**config.mk**
```make
export PLATFORM = sky130hd
export DESIGN_NAME = hazard_stall_controller
export DESIGN_NICKNAME = d
export VERILOG_FILES = /design/src/rtl/mips_pipe_pkg.sv /design/src/rtl/md_busy_timer.sv /design/src/rtl/hazard_stall_controller.sv
export SDC_FILE = /design/constraint.sdc
export NUM_CORES = 1
export LEC_CHECK = 0
export CORE_MARGIN = 4
export CORE_UTILIZATION = 25
export CTS_CLUSTER_DIAMETER = 80
export DETAILED_ROUTE_END_ITERATION = 10
export PLACE_DENSITY = 0.59
export SYNTH_ARGS = -nofsm -noshare
export SYNTH_HDL_FRONTEND = slang
export SYNTH_SLANG_ARGS = --single-unit
```
**constraint.sdc**
```tcl
create_clock -name Clk -period 2 [get_ports Clk]
set_input_delay 0.3 -clock Clk [delete_from_list [all_inputs] [get_ports Clk]]
set_output_delay 0.3 -clock Clk [all_outputs]
set_load 0.02 [all_outputs]
```
**src/rtl/mips_pipe_pkg.sv**
```systemverilog
`default_nettype none
// ============================================================================
//  Module      : mips_pipe_pkg
//  Description : Shared types and constants for the MIPS pipeline hazard
//                logic: mult/div FSM state encoding, the hard-wired zero
//                register index and a RAW dependency helper.
//  Revision    : 1.0 - initial release
// ============================================================================
package mips_pipe_pkg;

    // Mult/div tracking FSM: RUN = HI/LO valid, MD_WAIT = result pending
    typedef enum logic [0:0] {
        ST_RUN     = 1'b0,
        ST_MD_WAIT = 1'b1
    } md_state_e;

    // Register $0 is hard-wired to zero and never carries a dependency
    localparam logic [4:0] REG_ZERO = 5'd0;

    // Default execute latency of a mult/div before HI/LO can be read
    localparam int MD_CYCLES_DEFAULT = 32;

    // True when a writer of wr_rd produces a source the ID instruction reads
    function automatic logic raw_match(
        input logic       wr_en,
        input logic [4:0] wr_rd,
        input logic [4:0] id_rs,
        input logic [4:0] id_rt,
        input logic       id_uses_rt
    );
        return wr_en && (wr_rd != REG_ZERO) &&
               ((wr_rd == id_rs) || (id_uses_rt && (wr_rd == id_rt)));
    endfunction

endpackage : mips_pipe_pkg
`default_nettype wire

```
**src/rtl/md_busy_timer.sv**
```systemverilog
`default_nettype none
// ============================================================================
//  Module      : md_busy_timer
//  Description : Down-counter tracking an in-flight mult/div. A start pulse
//                loads MD_CYCLES-1 and raises busy; busy drops on the edge
//                where the counter reaches zero. done flags that edge.
//  Revision    : 1.0 - initial release
// ============================================================================
module md_busy_timer
    import mips_pipe_pkg::*;
#(
    parameter int MD_CYCLES = MD_CYCLES_DEFAULT
) (
    input  logic Clk,
    input  logic Reset,
    input  logic start,
    output logic busy,
    output logic done
);

    localparam int             c_CNT_W    = $clog2(MD_CYCLES);
    localparam logic [c_CNT_W-1:0] c_LOAD_VAL = c_CNT_W'(MD_CYCLES - 1);
    localparam logic [c_CNT_W-1:0] c_ONE      = c_CNT_W'(1);
    localparam logic [c_CNT_W-1:0] c_ZERO     = '0;

    logic [c_CNT_W-1:0] r_count_q;
    logic [c_CNT_W-1:0] w_count_d;
    logic               r_busy_q;
    logic               w_busy_d;

    // Next counter/busy: load on start, otherwise count down (saturating at 0)
    always_comb begin
        w_count_d = r_count_q;
        w_busy_d  = r_busy_q;
        if (start) begin
            w_count_d = c_LOAD_VAL;
            w_busy_d  = 1'b1;
        end else if (r_busy_q && (r_count_q != c_ZERO)) begin
            w_count_d = r_count_q - c_ONE;
            if (r_count_q == c_ONE) begin
                w_busy_d = 1'b0;
            end
        end
    end

    // Counter and busy registers with synchronous reset
    always_ff @(posedge Clk) begin
        if (Reset) begin
            r_count_q <= c_ZERO;
            r_busy_q  <= 1'b0;
        end else begin
            r_count_q <= w_count_d;
            r_busy_q  <= w_busy_d;
        end
    end

    assign busy = r_busy_q;
    assign done = r_busy_q && (r_count_q == c_ONE);

endmodule : md_busy_timer
`default_nettype wire

```
**src/rtl/hazard_stall_controller.sv**
```systemverilog
`default_nettype none
// ============================================================================
//  Module      : hazard_stall_controller
//  Description : ID-stage hazard detection for a 5-stage MIPS pipeline.
//                Generates Stall / Flush_IFID / Bubble_IDEX from load-use,
//                HI/LO (mult/div in flight) and, without forwarding, general
//                RAW dependencies on EX and MEM writers. A taken branch in EX
//                always wins: the wrong-path ID instruction is flushed.
//  Config      : HAZARD_FORWARDING_EN - when defined, only load-use and HI/LO
//                hazards stall (datapath forwards from EX/MEM and MEM/WB).
//  Revision    : 1.0 - initial release
// ============================================================================
module hazard_stall_controller
    import mips_pipe_pkg::*;
#(
    parameter int MD_CYCLES = MD_CYCLES_DEFAULT
) (
    input  logic       Clk,
    input  logic       Reset,
    input  logic [4:0] ID_rs,
    input  logic [4:0] ID_rt,
    input  logic       ID_usesRt,
    input  logic       ID_isMD,
    input  logic       ID_readsHiLo,
    input  logic [4:0] EX_rd,
    input  logic       EX_regWrite,
    input  logic       EX_memRead,
    input  logic [4:0] MEM_rd,
    input  logic       MEM_regWrite,
    input  logic       EX_branchTaken,
    output logic       Stall,
    output logic       Flush_IFID,
    output logic       Bubble_IDEX,
    output logic       MD_busy
);

    md_state_e r_state_q;
    md_state_e w_state_d;

    logic w_load_use;
    logic w_hilo;
    logic w_raw;
    logic w_hazard;
    logic w_md_start;
    logic w_md_busy;
    logic w_md_done;

    // Load in EX whose result the ID instruction needs: cannot be forwarded
    assign w_load_use = raw_match(EX_regWrite && EX_memRead, EX_rd,
                                  ID_rs, ID_rt, ID_usesRt);

    // HI/LO readers and new mult/div must wait for the pending result
    assign w_hilo = w_md_busy && (ID_readsHiLo || ID_isMD);

`ifdef HAZARD_FORWARDING_EN
    // Forwarding covers ordinary RAW dependencies; MEM-stage info is unused
    logic w_unused_mem;
    assign w_unused_mem = ^{MEM_rd, MEM_regWrite};
    assign w_raw        = 1'b0;
`else
    // No forwarding paths: any pending EX or MEM writer of a source stalls
    assign w_raw = raw_match(EX_regWrite,  EX_rd,  ID_rs, ID_rt, ID_usesRt) ||
                   raw_match(MEM_regWrite, MEM_rd, ID_rs, ID_rt, ID_usesRt);
`endif

    assign w_hazard = w_load_use || w_hilo || w_raw;

    // Pipeline control: taken branch flushes, otherwise a hazard stalls
    always_comb begin
        Stall       = 1'b0;
        Flush_IFID  = 1'b0;
        Bubble_IDEX = 1'b0;
        if (!Reset) begin
            if (EX_branchTaken) begin
                Flush_IFID  = 1'b1;
                Bubble_IDEX = 1'b1;
            end else if (w_hazard) begin
                Stall       = 1'b1;
                Bubble_IDEX = 1'b1;
            end
        end
    end

    // A mult/div only starts when it actually leaves ID this cycle
    assign w_md_start = (r_state_q == ST_RUN) && ID_isMD && !Stall &&
                        !EX_branchTaken && !Reset;

    // Next-state logic: wait in MD_WAIT until the timer expires
    always_comb begin
        w_state_d = r_state_q;
        case (r_state_q)
            ST_RUN:     if (w_md_start) w_state_d = ST_MD_WAIT;
            ST_MD_WAIT: if (w_md_done)  w_state_d = ST_RUN;
            default:    w_state_d = ST_RUN;
        endcase
    end

    // State register with synchronous reset
    always_ff @(posedge Clk) begin
        if (Reset) begin
            r_state_q <= ST_RUN;
        end else begin
            r_state_q <= w_state_d;
        end
    end

    md_busy_timer #(
        .MD_CYCLES (MD_CYCLES)
    ) u_md_busy_timer (
        .Clk   (Clk),
        .Reset (Reset),
        .start (w_md_start),
        .busy  (w_md_busy),
        .done  (w_md_done)
    );

    assign MD_busy = w_md_busy;

endmodule : hazard_stall_controller
`default_nettype wire

```
# Word level (Yosys, flattened, before mapping)
# Cells that the tools add are included.
dict set report totals {
  wordCells 56
  inputBits 29
  reg_bits 7
  out_inout_bits 4
}
dict set report op_classes {
  n_bitwise 1
  add_sub_neg 1
  muxes 15
  reduce_logical 31
  eq_ne 5
}
# cell count
set ops {}
lappend ops {{5-bit == test} 4}
lappend ops {{1-bit logical AND} 16}
lappend ops {{5-bit nonzero test} 3}
lappend ops {{1-bit two-way mux} 12}
lappend ops {{5-bit two-way mux} 2}
lappend ops {{1-bit logical OR} 6}
lappend ops {{5-bit by 1-bit == test with 1-bit output (second input constant)} 1}
lappend ops {{5-bit by 1-bit subtractor with 5-bit output (second input constant)} 1}
lappend ops {{2-bit nonzero test} 2}
lappend ops {{1-bit logical NOT} 3}
lappend ops {{1-bit case mux with 2 select lines} 1}
lappend ops {{2-bit AND reduction} 1}
lappend ops {{1-bit inverter} 1}

# Depth between registers and ports, before layout
# Gate-level depths: netlist of the first run.
dict set report depth {
  depth_word 15
  depth_mapped 7
  mapped_depth_nobuf 7
}

# By module
# Synthesis of the first run repeated with hierarchy kept, for this count alone.
dict set report hier_totals {
  hier_cells 79
  area_unflattened_um2 651.9
}
# mod seq_area_each_um2 area_per_inst_um2 cells_per_inst instances
set by_module_without_submodules {}
lappend by_module_without_submodules {hazard_stall_controller 20.0 336.6 44 1}
lappend by_module_without_submodules {md_busy_timer 120.1 315.3 35 1}

# Worst setup path after synthesis of the first run
# OpenSTA, ideal clock, no wires.
dict set report synth_timing {
  path_type {input port to output port}
  startpoint {input port EX_rd[3]}
  endpoint {output port Stall}
  t_arrival_ns 1.512
  n_path_buf 0
  cell_stages 5
  path_slack_ns 0.188
  required_time_ns 1.700
  cell_sequence {xor2_1 nor4_2 a32oi_1 o221ai_4 nor3b_2}
}
dict set report synth_via {
  elab_chain_cells 9
  word_cells_on_any_way 15
  classes_between {eq/ne (2); mux (3); reduce/logical (10)}
}
# item line
set synth_lines {}
lappend synth_lines {{from (decl)} hazard_stall_controller.sv:25} ;# input logic [4:0] EX_rd,
lappend synth_lines {{5-bit == test} mips_pipe_pkg.sv:32} ;# ((wr_rd == id_rs) || (id_uses_rt && (wr_rd == id_rt)));
lappend synth_lines {{1-bit logical AND} mips_pipe_pkg.sv:32}
lappend synth_lines {{1-bit logical OR} mips_pipe_pkg.sv:32}
lappend synth_lines {{1-bit logical AND} mips_pipe_pkg.sv:31} ;# return wr_en && (wr_rd != REG_ZERO) &&
lappend synth_lines {{1-bit logical OR (on tied branches)} {hazard_stall_controller.sv:66, hazard_stall_controller.sv:62}}
lappend synth_lines {{1-bit logical OR (*)} hazard_stall_controller.sv:66} ;# assign w_hazard = w_load_use || w_hilo || w_raw;
lappend synth_lines {{1-bit two-way mux (*)} hazard_stall_controller.sv:77} ;# end else if (w_hazard) begin
lappend synth_lines {{1-bit two-way mux (*)} hazard_stall_controller.sv:74} ;# if (EX_branchTaken) begin
lappend synth_lines {{1-bit two-way mux (*)} hazard_stall_controller.sv:73} ;# if (!Reset) begin
lappend synth_lines {{to (decl)} hazard_stall_controller.sv:31} ;# output logic Stall,
# Every way passes the cells marked *; elsewhere a longest branch is shown, timed or not.

# Worst setup path in the final report of the first run
dict set report layout_timing {
  startpoint {input port MEM_rd[3]}
  endpoint {output port Bubble_IDEX}
}
dict set report layout_via {
  elab_chain_cells 9
  word_cells_on_any_way 12
  classes_between {eq/ne (2); mux (3); reduce/logical (7)}
}
# item line
set layout_lines {}
lappend layout_lines {{from (decl)} hazard_stall_controller.sv:28} ;# input logic [4:0] MEM_rd,
lappend layout_lines {{5-bit == test} mips_pipe_pkg.sv:32}
lappend layout_lines {{1-bit logical AND} mips_pipe_pkg.sv:32}
lappend layout_lines {{1-bit logical OR} mips_pipe_pkg.sv:32}
lappend layout_lines {{1-bit logical AND (*)} mips_pipe_pkg.sv:31}
lappend layout_lines {{1-bit logical OR (*)} hazard_stall_controller.sv:62} ;# assign w_raw = raw_match(EX_regWrite, EX_rd, ID_rs, ID_rt, ID_usesRt) ||
lappend layout_lines {{1-bit logical OR (*)} hazard_stall_controller.sv:66}
lappend layout_lines {{1-bit two-way mux (*)} hazard_stall_controller.sv:77}
lappend layout_lines {{1-bit two-way mux (*)} hazard_stall_controller.sv:74}
lappend layout_lines {{1-bit two-way mux (*)} hazard_stall_controller.sv:73}
lappend layout_lines {{to (decl)} hazard_stall_controller.sv:33} ;# output logic Bubble_IDEX,
# Marked as above.

==> results of run 1 <==
==> power groups by stage <==
| stage | clock, W | sequential, W | combinational, W |
|---|---|---|---|
| floorplan | 0 | 0.000190 | 0.000146 |
| global placement | 0 | 0.000189 | 0.000279 |
| detailed placement | 0 | 0.000191 | 0.000283 |
| CTS | 0.000135 | 0.000187 | 0.000289 |
| global route | 0.000146 | 0.000191 | 0.000324 |
| finish | 0.000132 | 0.000188 | 0.000293 |
==> cells in the mapped netlist (3+ instances only) <==
cell     count
xnor2_1      5
ha_1         3
xor2_1      19
o21ai_1      4
o22ai_1      4
dfxtp_1      7
nor3_1       4
==> cell families (layout without fill, tap and decap cells) <==
logic type | after synthesis | in the layout
AND/OR/NAND/NOR | 21 | 21
XOR/XNOR | 24 | 24
adder cells (fa/ha/maj) | 3 | 3
buffers and inverters | 4 | 52
flip-flops | 7 | 7
AO/OA/AOI/OAI | 17 | 17
==> placed cells by master, fill, tap and decap left out, drive strengths merged, types with 2 or more instances in the layout <==
cell | Yosys | routed
o21ai | 7 | 7
clkbuf | 2 | 9
clkdlybuf4s50 | 0 | 9
ha | 3 | 3
dlygate4sd2 | 0 | 6
nor2 | 2 | 2
inv | 2 | 2
a32oi | 2 | 2
nor3 | 4 | 4
xnor2 | 5 | 5
clkdlybuf4s15 | 0 | 2
nor2b | 2 | 2
or4 | 2 | 2
nand2 | 2 | 2
or4b | 2 | 2
nand3 | 2 | 2
xor2 | 19 | 19
nor4 | 3 | 3
o22ai | 4 | 4
dfxtp | 7 | 7
buf | 0 | 24
==> path summary, 6_finish.rpt <==
check | startpoint | to | depth (start not counted)
max | MEM_rd[3] | Bubble_IDEX | 6
min | r_state_q | r_state_q | 2
max reg2reg | u_md_busy_timer.r_count_q[0] | u_md_busy_timer.r_count_q[4] | 7
min reg2reg | r_state_q | r_state_q | 2
==> sequential cells by signal, summed over array words and instances (netlist names) <==
register                   cells
r_state_q                      1
u_md_busy_timer.busy           1
u_md_busy_timer.r_count_q      5
==> final cells by class <==
cell class / count / area, um2 / area share
inverters: 2 / 7.51 / 0.00641
repair buffers: 46 / 377 / 0.322
well taps: 30 / 37.5 / 0.0321
clock buffers: 4 / 26.3 / 0.0224
flip-flops and latches: 7 / 140 / 0.120
multi-input cells: 65 / 583 / 0.498
==> layer usage <==
| metal | vias to the layer above | share of wire |
|---|---|---|
| li1 | 374 | - |
| met1 | 351 | 0.39 |
| met2 | 34 | 0.48 |
| met3 | 9 | 0.094 |
| met4 | 0 | 0.035 |
| met5 | - | 0 |
==> through the flow <==
step | util | instances
2_1_floorplan | - | 76
3_3_place_gp | 0.445 | 149
3_5_place_dp | 0.445 | 149
4_1_cts | 0.463 | 153
5_1_grt | 0.464 | 154
6_report | 0.464 | 154
==> worst max-delay path, delay by kind of cell <==
kind	cells	cell delay [ns]
and+or+nand+nor	1	0.52
AOI/OAI and AO/OA	3	0.49
buffers and inverters	2	0.34
==> repair_timing <==
action,in CTS,in global routing
pin swaps,17,11
endpoints found under the setup margin,2,2
resized for setup,63,19
setup buffers,0,1
==> metrics.md, run 1 <==
| Metric | Value |
|---|---|
| Number of placed I/O pins | 33 |
| Sequential group share of total power | 0.307 |
| Met2 demand-to-capacity share in global routing | 0.238 |
| Final count of hold timing violations | 0 |
| Share of post-route cells with drive strength above 1 | 0.379 |
| Post-route ant nets | 0 |
| Total non-filler cell area in the finished layout | 1170 um2 |
| Setup repair after global routing missed its margin | yes |
| Adder and majority gate portion of the synthesized area | 0.0555 |
| Height of the die | 60.0 um |
| Pwr dens | 524 nW/um2 |
| Cell type contributing the most total cell area after synthesis | xor2_1 |
| Power share of the clock group | 0.215 |
| Worst rel slew slack | 0.776 |
| Startpoint Class | input pin |
| Max-capacitance violation count | 0 |
| Critical path class | in -> out |
| Number of antenna violations at the first check in global routing | 0 |
| Total of buffers placed on input and output ports | 31 |
| Filler cell count in the final layout | 251 |
| Sum Neg Setup Slack | 0 ns |
| Logic pwr share | 0.478 |
| WL final | 2250 um |
| Clock tree buffer depth | 2 |
| Internal power summed over all cells | 0.000394 W |
| DRT iter0 DRCs | 18 |
| Post-DP HPWL | 1750 um |
| Number of nets in the synthesized netlist | 108 |
| Syn Std Cell Area | 677 um2 |
| Share of the synthesized area in compound gates (AO/OA/AOI/OAI) | 0.201 |
| Final clock period utilization by the worst path | 0.973 |
| Starting density of the core | 0.268 |
| Via count of the first global-routing pass | 829 |
| Clock network latency to the later pin of the worst-skew pair | 0.26 ns |
| Required @ worst endpoint | 1.70 ns |
| Sequential-to-total area share from yosys stat | 0.207 |
| Synth Instances | 76 |
| Per-instance average area after synthesis | 8.91 um2 |
| Worst reg2reg setup slack | 0.25 ns |
| Total number of clock tree sinks | 7 |
| Most common flop cell mapped by yosys | dfxtp_1 |
| Routed wirelength normalized by instance count | 14.6 um |
| Detailed-router iteration count before antenna repair | 4 |
| Number of buffers created by CTS | 3 |
| DRC violations left | 0 |
| Most Used Layer, Global Route | met2 |
| Dominant combinational cell family by area after synthesis | XOR/XNOR gates |
| Core Footprint | 2520 um2 |
| Ys async rst share | 0 |
| Psw | 0.000219 W |
| Slowest cell on the critical path | or4_4 |
| Synth top area cells | xor2_1, dfxtp_1, xnor2_1, ha_1, o221ai_4 |
| Largest net degree at the start of global routing | 9 |
| Width of the die | 60.0 um |
| Largest stage delay, worst path | 0.52 ns |
| Multiplexer fraction of the synthesized cell area | 0 |
| GRT met3 Usage | 0.0194 |
| Crit path DAT | 1.65 ns |
| Post-synth EDFFs | 0 |
| Area overhead of the layout relative to synthesis | 73.0% |
| Total Nets Final | 157 |
| Type of the worst min-delay path | reg -> reg |
| Setup-failing EPs final | 0 |
| Vias per std cell | 4.99 |
| Via Count | 768 |
| Synthesis-stage register bit count | 7 |
| Worst-Margin Slew | 0.333 ns |
| Area of the die | 3600 um2 |
| RD Place Congestion | 0.834 |
| Worst hold margin | 0.477 ns |
| M1 GR Usage | 0.151 |
| Total power draw | 0.000613 W |
| Total routing usage reported by global routing | 0.134 |
| Count of different cell masters after synthesis | 26 |
| Standard-cell rows | 18 |
| Chain of cells forming the critical path | clkdlybuf4s15_2 -> or4_4 -> o21ai_4 -> o221ai_4 -> o21ba_1 -> buf_6 |
| Nature of the critical path endpoint | primary output |
| Simple-gate area share of the yosys netlist | 0.203 |
| Yosys Warn Count | 0 |
| Max-slew violation count | 0 |
| TritonCTS clock tree | done |
| Status | completed |
| Worst vdd rail ir drop | 0.000497 V |
| Maximum clock frequency | 514 MHz |
| Net Sw Frac | 0.358 |
| Placed instance area | 1120 um2 |
| Root buffer cell | clkbuf_4 |
| Depth of the CTS H-tree | 1 |
| Skew final | 0.000368 ns |
| Post-placement worst setup slack | -0.735 ns |
| Total global routing overflow | 0 |
| Number of antenna repair diodes | 0 |
| Pleak | 0.487 nW |
| Minimum clock period after layout | 1.95 ns |
| Post-cts hold buffer count | 0 |
| Peak fanout along the critical path | 3 |
| Post-CTS clock slew at the launch and capture registers of the worst setup and hold paths | 0.05 ns |
| Top cell type's share of synthesized area | 0.246 |
| Global-route wire length before repair | 3620 um |
| Synth Area in XOR/XNOR | 0.311 |
| Worst setup slack after layout | 0.0545 ns |
No activity file was read; power rests on OpenSTA's default activity.
==> run 2, diff against run 1 <==
--- a/config.mk
+++ b/config.mk
@@ -6,10 +6,10 @@
 export NUM_CORES = 1
 export LEC_CHECK = 0
 export CORE_MARGIN = 4
-export CORE_UTILIZATION = 25
+export CORE_UTILIZATION = 35
 export CTS_CLUSTER_DIAMETER = 80
 export DETAILED_ROUTE_END_ITERATION = 10
-export PLACE_DENSITY = 0.59
+export PLACE_DENSITY = 0.76
 export SYNTH_ARGS = -nofsm -noshare
 export SYNTH_HDL_FRONTEND = slang
 export SYNTH_SLANG_ARGS = --single-unit
==> metrics.md, run 2 (synthesis gave the netlist of run 1 again) <==
| Metric | Value |
|---|---|
| Status | completed |
| Skew final | 0.00998 ns (+0.00961 ns) |
| Area occupied by registers | 140 um2 (unchanged) |
| Beginning of the worst hold path | r_state_q |
| Destination of the worst hold path | r_state_q |
| Setup repair after global routing missed its margin | yes |
| Met2 demand-to-capacity share in global routing | 0.343 (+0.105) |
| Final clock period utilization by the worst path | 0.985 (+0.0124) |
| Root buffer cell | clkbuf_4 |
| Worst vdd rail ir drop | 0.000373 V (-25%) |
| Most frequent standard cell in the layout excluding fill and tap cells | buf_4 |
| Starting density of the core | 0.380 (+0.111) |
| GRT met3 Usage | 0.0372 (+0.0178) |
| Total Nets Final | 156 (-0.64%) |
| Worst flop-to-flop path endpoint | u_md_busy_timer.r_count_q[3] |
| Post-CTS setup repair buffer count | 0 (unchanged) |
| Clock network latency to the later pin of the worst-skew pair | 0.26 ns (about the same) |
| Via Count | 754 (-1.8%) |
| Most used cells in the layout excluding fill and tap cells | buf_4, xor2_1, clkdlybuf4s50_1 |
| Height of the die | 52.0 um (-13%) |
| Share of post-route cells with drive strength above 1 | 0.415 (+0.0356) |
| Internal power summed over all cells | 0.000397 W (+0.84%) |
| Largest reg by FF count | u_md_busy_timer.r_count_q |
| Slowest cell on the critical path | nor4_2 |
| Peak fanout along the critical path | 3 (unchanged) |
| Setup-failing EPs final | 0 (unchanged) |
| Area of the die | 2700 um2 (-25%) |
| Global-route wire length before repair | 3450 um (-4.7%) |
| Total global routing overflow | 0 (unchanged) |
| Power share of the clock group | 0.211 (-0.004) |
| Total of buffers placed on input and output ports | 31 (unchanged) |
| Total non-filler cell area in the finished layout | 1210 um2 (+3.2%) |
| Psw | 0.000225 W (+2.3%) |
| Maximum clock frequency | 508 MHz (-1.3%) |
| Required @ worst endpoint | 1.70 ns (about the same) |
| Worst setup slack after layout | 0.0297 ns (-0.0249 ns) |
| Pwr dens | 514 nW/um2 (-1.8%) |
| Worst-Margin Slew | 0.320 ns (-0.0137 ns) |
| Core Footprint | 1780 um2 (-29%) |
| Logic pwr share | 0.488 (+0.010) |
| Largest stage delay, worst path | 0.32 ns (-0.20 ns) |
| Total routing usage reported by global routing | 0.177 (+0.0429) |
| Max-slew violation count | 0 (unchanged) |
| Clock tree buffer depth | 2 (unchanged) |
| M1 GR Usage | 0.180 (+0.0293) |
| Via count of the first global-routing pass | 754 (-9.0%) |
| Sum Neg Setup Slack | 0 ns (unchanged) |
| Worst hold margin | 0.486 ns (+0.00959 ns) |
| Max-capacitance violation count | 0 (unchanged) |
| Total number of clock tree sinks | 7 (unchanged) |
| Total power draw | 0.000622 W (+1.4%) |
| Reg-to-reg critical path startpoint | u_md_busy_timer.r_count_q[0] |
| Worst setup path startpoint | MEM_rd[3] |
| Most Used Layer, Global Route | met2 |
| Area overhead of the layout relative to synthesis | 78.6% |
| Width of the die | 52.0 um (-13%) |
| Post-placement worst setup slack | -0.791 ns (-0.0558 ns) |
| Placed instance area | 1120 um2 (-0.56%) |
| Post-DP HPWL | 1750 um (about the same) |
| Crit path DAT | 1.67 ns (+0.02 ns) |
| Final count of hold timing violations | 0 (unchanged) |
| Depth of the CTS H-tree | 1 (unchanged) |
| Type of the worst min-delay path | reg -> reg |
| Largest net degree at the start of global routing | 9 (unchanged) |
| Pleak | 0.493 nW (+1.1%) |
| Detailed-router iteration count before antenna repair | 4 (unchanged) |
| Post-CTS clock slew at the launch and capture registers of the worst setup and hold paths | 0.05 ns (about the same) |
| Routed wirelength normalized by instance count | 16.3 um (+12%) |
| DRC violations left | 0 (unchanged) |
| Chain of cells forming the critical path | buf_6 -> xor2_2 -> nor4_2 -> a32oi_2 -> o221ai_4 -> nor3b_2 -> buf_4 |
| Filler cell count in the final layout | 150 (-40%) |
| Vias per std cell | 5.09 (+2.2%) |
| DRT iter0 DRCs | 16 (-2) |
| Area taken by multi-input logic gates | 621 um2 (+6.4%) |
| Minimum clock period after layout | 1.97 ns (+0.0249 ns) |
| Number of antenna violations at the first check in global routing | 0 (unchanged) |
| Number of buffers created by CTS | 3 (unchanged) |
| Worst rel slew slack | 0.785 (+0.00919) |
| TritonCTS clock tree | done |
| Standard-cell rows | 15 (-3) |
| Nature of the critical path endpoint | primary output |
| Sequential group share of total power | 0.301 (-0.006) |
| Worst reg2reg setup slack | 0.27 ns (+0.02 ns) |
| RD Place Congestion | 0.841 (+0.82%) |
| Reg2reg path depth | 7 (unchanged) |
| WL final | 2410 um (+7.2%) |
| Worst hold stages | 2 (unchanged) |
| Largest register FFs | 5 (unchanged) |
| Critical path class | in -> out |
| Number of antenna repair diodes | 0 (unchanged) |
| Number of placed I/O pins | 33 (unchanged) |
| Post-route ant nets | 0 (unchanged) |
| Startpoint Class | input pin |
| Net Sw Frac | 0.361 (+0.00340) |
-- run 2: repair_timing --
item | in CTS | in global routing
pin swaps | 14 | 9
gates resized for setup | 72 | 27
setup endpoints to repair | 2 | 2
hold buffers | 0 | 0
-- run 2: how the worst max path moves through the flow --
| stage | slack, ns | depth (start not counted) | to |
|---|---|---|---|
| 2_1_floorplan | 0.19 | 5 | Stall |
| 3_3_place_gp | -0.72 | 7 | Stall |
| 3_5_place_dp | -0.79 | 7 | Stall |
| 4_1_cts | -0.03 | 8 | Stall |
| 5_1_grt | -0.05 | 7 | Stall |
| 6_report | 0.03 | 7 | Stall |
-- run 2: power by group through the flow --
stage	sequential, W	combinational, W	clock [W]
2_1_floorplan	0.000190	0.000146	0
3_3_place_gp	0.000188	0.000277	0
3_5_place_dp	0.000190	0.000283	0
4_1_cts	0.000187	0.000289	0.000138
5_1_grt	0.000190	0.000330	0.000140
6_report	0.000187	0.000303	0.000131
-- run 2: cell type report --
class,instances,share of cell area
multi-input cells,65,0.513
repair buffers,45,0.317
flip-flops and latches,7,0.116
well taps,25,0.0259
clock buffers,4,0.0217
inverters,2,0.00621
-- run 2: metrics by stage --
step,util,instances
5_1_grt,0.678,148
6_report,0.678,148
3_3_place_gp,0.626,144
2_1_floorplan,-,76
4_1_cts,0.662,148
3_5_place_dp,0.626,144
-- run 2: metal layers --
layer / part of all wire / routed length [um]
met1: 0.33 / 789
met2: 0.55 / 1310
met5: 0 / 0
met4: 0.013 / 31
met3: 0.11 / 273
-- run 2: worst max-delay path, delay by kind of cell --
| family | cells | cell delay [ns] |
|---|---|---|
| XOR/XNOR | 1 | 0.18 |
| buffers and inverters | 2 | 0.27 |
| AO/OA/AOI/OAI | 2 | 0.38 |
| AND/OR/NAND/NOR | 2 | 0.53 |
